--- src/rtl/pwm_counter.sv ---
// pwm_counter: prescaled up/down timebase for the PWM output stage.
// period, prescale and direction are captured into shadow registers and only
// change at period boundaries, on a restart, or while the counter is disabled.
module pwm_counter #(
    parameter int unsigned CNT_W = 16,
    parameter int unsigned PSC_W = 8
) (
    input  logic             clk,
    input  logic             rst_n,
    input  logic             en,
    input  logic             count_reset,
    input  logic [CNT_W-1:0] period,
    input  logic [PSC_W-1:0] prescale,
    input  logic             up_down,
    output logic [CNT_W-1:0] count_val,
    output logic             period_done,
    output logic             dir_active
);

    logic [PSC_W-1:0] psc_cnt_q, psc_cnt_d;
    logic [PSC_W-1:0] psc_sh_q, psc_sh_d;
    logic [CNT_W-1:0] per_sh_q, per_sh_d;
    logic             dir_sh_q, dir_sh_d;
    logic [CNT_W-1:0] count_q, count_d;
    logic             done_q, done_d;
    logic             tick;
    logic             load_sh;

    // Prescaler terminal count; only meaningful while enabled.
    assign tick = (psc_cnt_q == psc_sh_q);

    // Next-state: restart beats everything, then disable, then normal counting.
    always_comb begin
        psc_cnt_d = psc_cnt_q;
        count_d   = count_q;
        done_d    = 1'b0;
        load_sh   = 1'b0;

        if (count_reset) begin
            psc_cnt_d = '0;
            load_sh   = 1'b1;
            count_d   = up_down ? '0 : period;
        end else if (!en) begin
            // Hold the count, restart the prescaler, track inputs continuously.
            psc_cnt_d = '0;
            load_sh   = 1'b1;
        end else if (tick) begin
            psc_cnt_d = '0;
            if (dir_sh_q) begin
                // >= guarantees a wrap before the all-ones value can overflow.
                if (count_q >= per_sh_q) begin
                    count_d = '0;
                    done_d  = 1'b1;
                    load_sh = 1'b1;
                end else begin
                    count_d = count_q + 1'b1;
                end
            end else begin
                if (count_q == '0) begin
                    // Reload takes the new period directly, not the old shadow.
                    count_d = period;
                    done_d  = 1'b1;
                    load_sh = 1'b1;
                end else begin
                    count_d = count_q - 1'b1;
                end
            end
        end else begin
            psc_cnt_d = psc_cnt_q + 1'b1;
        end
    end

    // Shadow register next-state.
    always_comb begin
        per_sh_d = per_sh_q;
        psc_sh_d = psc_sh_q;
        dir_sh_d = dir_sh_q;
        if (load_sh) begin
            per_sh_d = period;
            psc_sh_d = prescale;
            dir_sh_d = up_down;
        end
    end

    // State registers.
    always_ff @(posedge clk or negedge rst_n) begin
        if (!rst_n) begin
            psc_cnt_q <= '0;
            psc_sh_q  <= '0;
            per_sh_q  <= '0;
            dir_sh_q  <= 1'b1;
            count_q   <= '0;
            done_q    <= 1'b0;
        end else begin
            psc_cnt_q <= psc_cnt_d;
            psc_sh_q  <= psc_sh_d;
            per_sh_q  <= per_sh_d;
            dir_sh_q  <= dir_sh_d;
            count_q   <= count_d;
            done_q    <= done_d;
        end
    end

    assign count_val   = count_q;
    assign period_done = done_q;
    assign dir_active  = dir_sh_q;

endmodule

--- config.mk ---
export PLATFORM = sky130hd
export DESIGN_NAME = pwm_counter
export DESIGN_NICKNAME = d
export VERILOG_FILES = /design/src/rtl/pwm_counter.sv
export SDC_FILE = /design/constraint.sdc
export NUM_CORES = 1
export LEC_CHECK = 0
export BUFFER_PORTS_ARGS = -buffer_cell sky130_fd_sc_hd__buf_2
export CAP_MARGIN = 20
export CORE_ASPECT_RATIO = 2
export CORE_MARGIN = 2
export CORE_UTILIZATION = 28
export CTS_CLUSTER_DIAMETER = 80
export DETAILED_ROUTE_END_ITERATION = 16
export PLACE_DENSITY = 0.42
export SETUP_SLACK_MARGIN = 0.5
export SLEW_MARGIN = 25
export SYNTH_ARGS = -nofsm -noshare
export SYNTH_HDL_FRONTEND = slang
export SYNTH_SLANG_ARGS = --single-unit
--- constraint.sdc ---
create_clock -name clk -period 2.9 [get_ports clk]
set_input_delay 0.145 -clock clk [delete_from_list [all_inputs] [get_ports clk]]
set_output_delay 0.145 -clock clk [all_outputs]
set_load 0.005 [all_outputs]
* After elaboration in Yosys (flattened, before gate mapping) *
Index checks and enable logic that the tools add are counted.

operators by class
  magnitude comparators = 1
  $add $sub $neg = 3
  equality and inequality tests = 1
  reductions and logical operators = 4
  multiplexer cells = 18

operator list
  cell                                                count
  2-to-1 mux 16 bit                                   7
  2-to-1 mux 8 bit                                    3
  adder 16 x 1 -> 16 bit, second input constant       1
  >= comparator 16 bit                                1
  logical NOT 16 bit                                  1
  subtractor 16 x 1 -> 16 bit, second input constant  1
  adder 8 x 1 -> 8 bit, second input constant         1
  equality test 8 bit                                 1
  2-to-1 mux 1 bit                                    8
  nonzero test 2 bit                                  2
  AND reduction 2 bit                                 1

storage, ports and cells
  output and inout port bits = 18
  bits in registers = 50

* Depth between registers and ports, before layout *
  depth in word-level cells = 6
  mapped depth = 10
  gate-level depth less buffers = 8

* Worst setup path after synthesis *
OpenSTA, ideal clock, no wires.

  path kind = flip-flop to flip-flop
  start = reg count_q[9], in the netlist count_val[9]
  end = reg per_sh_q[0]
  path buffers = 1
  period minus slack after synthesis = 2.491 ns
  library setup time = 0.128 ns
  path slack = 0.409 ns
  arrival time = 2.364 ns
  cell stages (with the launch flop) = 9
  cell sequence = dfrtp_1 -> ha_1 -> and4_1 -> and3_1 -> o21ai_2 -> nand3_4 -> a311oi_4 -> buf_4 -> mux2_1

between the ends
  cells in the longest elaborated chain, start to end = 6

RTL lines
  element                                                            line    RTL
  from (decl)                                                        24      logic [CNT_W-1:0] count_q, count_d;
  from (signal assigned)                                             99      count_q <= count_d;
  >= comparator 16 bit / logical NOT 16 bit (equally long branches)  51, 59
  2-to-1 mux 1 bit, on equally long branches                         51, 59
  2-to-1 mux 1 bit (*)                                               49      if (dir_sh_q) begin
  2-to-1 mux 1 bit (*)                                               47      end else if (tick) begin
  2-to-1 mux 1 bit (*)                                               43      end else if (!en) begin
  2-to-1 mux 1 bit (*)                                               39      if (count_reset) begin
  to (signal assigned)                                               97      per_sh_q <= per_sh_d;
  to (decl)                                                          22      logic [CNT_W-1:0] per_sh_q, per_sh_d;

Mark *: on every way between the ends. The rest lies on a longest branch, timed or not.
A chain may end at the register's enable or synchronous reset.

* Final worst setup path *
  start = reg count_q[14], in the netlist count_val[14]
  end = reg per_sh_q[12]

The elaborated chain is that of the path after synthesis.

==> results.md <==
- Worst setup margin: 488 ps
- CP arrival: 2590 ps
- Most used DFF post-synth: dfrtp_1
- Critical path startpoint category: flip-flop
- I/O pins: 47
- Average cell area after synthesis: 9.61 um^2
- Slew @ Worst Pin: 1000 ps
- Die H: roughly 170 um
- Status: completed
- Met1 Usage GRT: 17.8%
- Global-route wire length before repair: 19200 um
- Async SR Flop Fraction: 100%
- Fin Setup TNS: 0 ps
- Fin crit period: roughly 2400 ps
- Core box area: 12600 um^2
- Initial antenna violation count: 0
- R2r worst-path depth: 9
- Share of layout cells above drive strength 1: around a third
- Worst Setup SP: count_val[14]
- Routed vias: 3236
- Post-route ant nets: 0
- Netlist Area Pre-Place: 3630 um^2
- Final setup viols: 0
- Syn Inst Count: approximately 380
- Top cell type's share of synthesized area: 33.8%
- Worst skew pair latency: 290 ps
- First-pass DRT Iterations: 5
- Yosys warning count: 0
- Max-cap violation count: 0
- Clk buf depth: 2
- Vias in the first global route: about 3.4k
- Distinct cells, synth: 66
- Hold WC Path Type: primary input to flip-flop
- Initial core utilization: 28.8%
- Die area: 14000 um^2
- Root Buffer: clkbuf_16
- Final #Nets: 499
- Seq/Total Area, Yosys: 34.5%
- GRT overflow: 0
- CTS tree: done
- Total power: slightly below 2 mW
- Dominant cell type by area after synthesis: dfrtp_1
- Fillers: 1339
- Fmax: 0.415 GHz
- Final period util: approximately 83%
- Wirelength per Cell: 20.8 um
- Worst Setup EP: per_sh_q[12]
- Placer Congestion: ~0.87
- Die Wd: 84.5 um
- # port buffers: between 40 and 50
- Number of remaining DRC errors: 0
- H-Tree Depth: 2
- Largest cells by area after synthesis: dfrtp_1, ha_1, mux2_1
- Num CTS Buffers: 5
- Area Growth Syn to Fin: 24.5%
- Global-route track usage on met2: a little under two fifths
- CP required: 3080 ps
- Reg2reg end: per_sh_q[12]
- Cell leakage power: 2.06 nW
- Met3 usage: under 10%
- Core Rows: 58
- Most used routing layer: met2
- Post-DP HPWL: 9230 um
- CP endpoint kind: flip-flop
- Worst R2R Start: count_val[14]
- Pre-CTS setup slack: 281 ps
- Final Skew: 7.07 ps
- Worst-path maximum fanout: 8
- Relative slew slack: between 30% and 40%
- Initial DRC Count: 220
- R2r setup slk: 490 ps
- Count leader, synth: dfrtp_1
- Syn Nets: 427
- GRT Util Overall: a little under a fifth
- Hold path start: prescale[2]
- Unrepaired setup endpoints after global routing: true
- Largest net degree at the start of global routing: 28
- Clock Pin Slew Worst Setup and Hold Paths: 60 ps
- Pwr Density: about 440 nW/um^2
- Routed WL: 12500 um
- Hold path cells: 2
- Peak VDD IR: 0.230 mV
- CP Class: flip-flop to flip-flop
- N_diodes: 0
- Yosys reg bits: 50
- Number of synthesized flops with an enable pin: 0
- Hold Violations, Final: 0
- Final count of pins violating max slew: 0
- Most instantiated cells after synthesis: dfrtp_1, nor2_1, inv_1, xnor2_1, o21ai_0
- Routed vias/inst: approximately 5.4
- CTS sink cnt: 50
routing by layer:
| metal | vias to the layer above | share of wire (%) |
|---|---|---|
| met5 | - | 0 |
| met4 | 0 | 2.3 |
| met3 | 16 | 3.1 |
| met2 | 100 | 60 |
| met1 | 1612 | 34 |
| li1 | 1508 | - |
what timing repair did:
| action | CTS | global route |
|---|---|---|
| cloned | 1 | 0 |
| gates resized for setup | 23 | 9 |
| buffers inserted | 12 | 2 |
| hold endpoints to repair | 26 | 0 |
| pin swaps | 5 | 0 |
| hold buffers | 1 | 0 |
| endpoints found under the setup margin | 28 | 27 |
registers in the layout, summed over array words and instances (netlist names):
signal / cells
count_val: 16
per_sh_q: 16
psc_cnt_q: 8
psc_sh_q: 8
dir_active: 1
period_done: 1
worst max-delay path: stages, from the launching register on:
cell	delay, ps
dfrtp_2	420
ha_1	310
and4_4	280
nand4_1	120
a221o_1	340
nand3_4	120
a311oi_4	100
buf_4	160
buf_12	140
mux2_4	290
layout by cell type (no fill, tap or decap), types with 6 or more instances in the layout:
cell	synthesis	final
a22oi_1	10	10
mux2_4	0	19
dfrtp_1	49	45
and3_1	9	8
xnor2_1	23	23
buf_2	3	46
mux2i_1	6	6
xor2_1	10	10
inv_1	27	27
o22a_1	8	8
buf_4	3	36
a21oi_1	10	8
nor3_1	12	12
o21ai_0	21	20
nor2_1	28	28
nand3_1	14	14
ha_1	20	18
nand2_1	20	19
stage by stage:
stage	instance area, um^2	hold slack (ps)	cells	utilization, %
6_report	4520	83.2	601	35.8
5_1_grt	4520	82.5	601	35.8
4_1_cts	4460	57.5	599	35.3
3_5_place_dp	4120	250	577	32.6
3_3_place_gp	4120	256	577	32.6
2_1_floorplan	3700	-151	378	-
power by group:
part	internal, mW	leakage (nW)	switching (mW)
Clock	0.322	0.0652	0.263
Sequential	0.748	0.617	0.0377
Combinational	0.281	1.38	0.335
area by class of cell:
type / instances / area [um^2] / area share [%]
timing repair buffer: 89 / 603 / 13.3
clock buffer: 8 / 136 / 3.02
multi-input combinational: 277 / 2230 / 49.4
tap: 150 / 188 / 4.15
sequential: 50 / 1260 / 27.8
inverter: 27 / 101 / 2.24
cells by family (layout without fill, tap and decap cells):
family,count (synthesis),count (layout),synth area share [%]
AND/OR/NAND/NOR,110,110,16.7
AO/OA/AOI/OAI,85,85,17.2
buffers and inverters,51,124,7.99
flip-flops,50,50,34.5
XOR/XNOR,33,33,7.96
multiplexers,29,29,8.78
adder cells (fa/ha/maj),20,20,6.89
worst min-delay path by stage:
stage | to | slack (ps)
2_1_floorplan | count_val[0] | -150
3_3_place_gp | psc_cnt_q[0] | 260
3_5_place_dp | psc_cnt_q[0] | 250
4_1_cts | psc_sh_q[5] | 60
5_1_grt | psc_sh_q[2] | 80
6_report | psc_sh_q[2] | 80
Power figures use the tool's default switching activity.
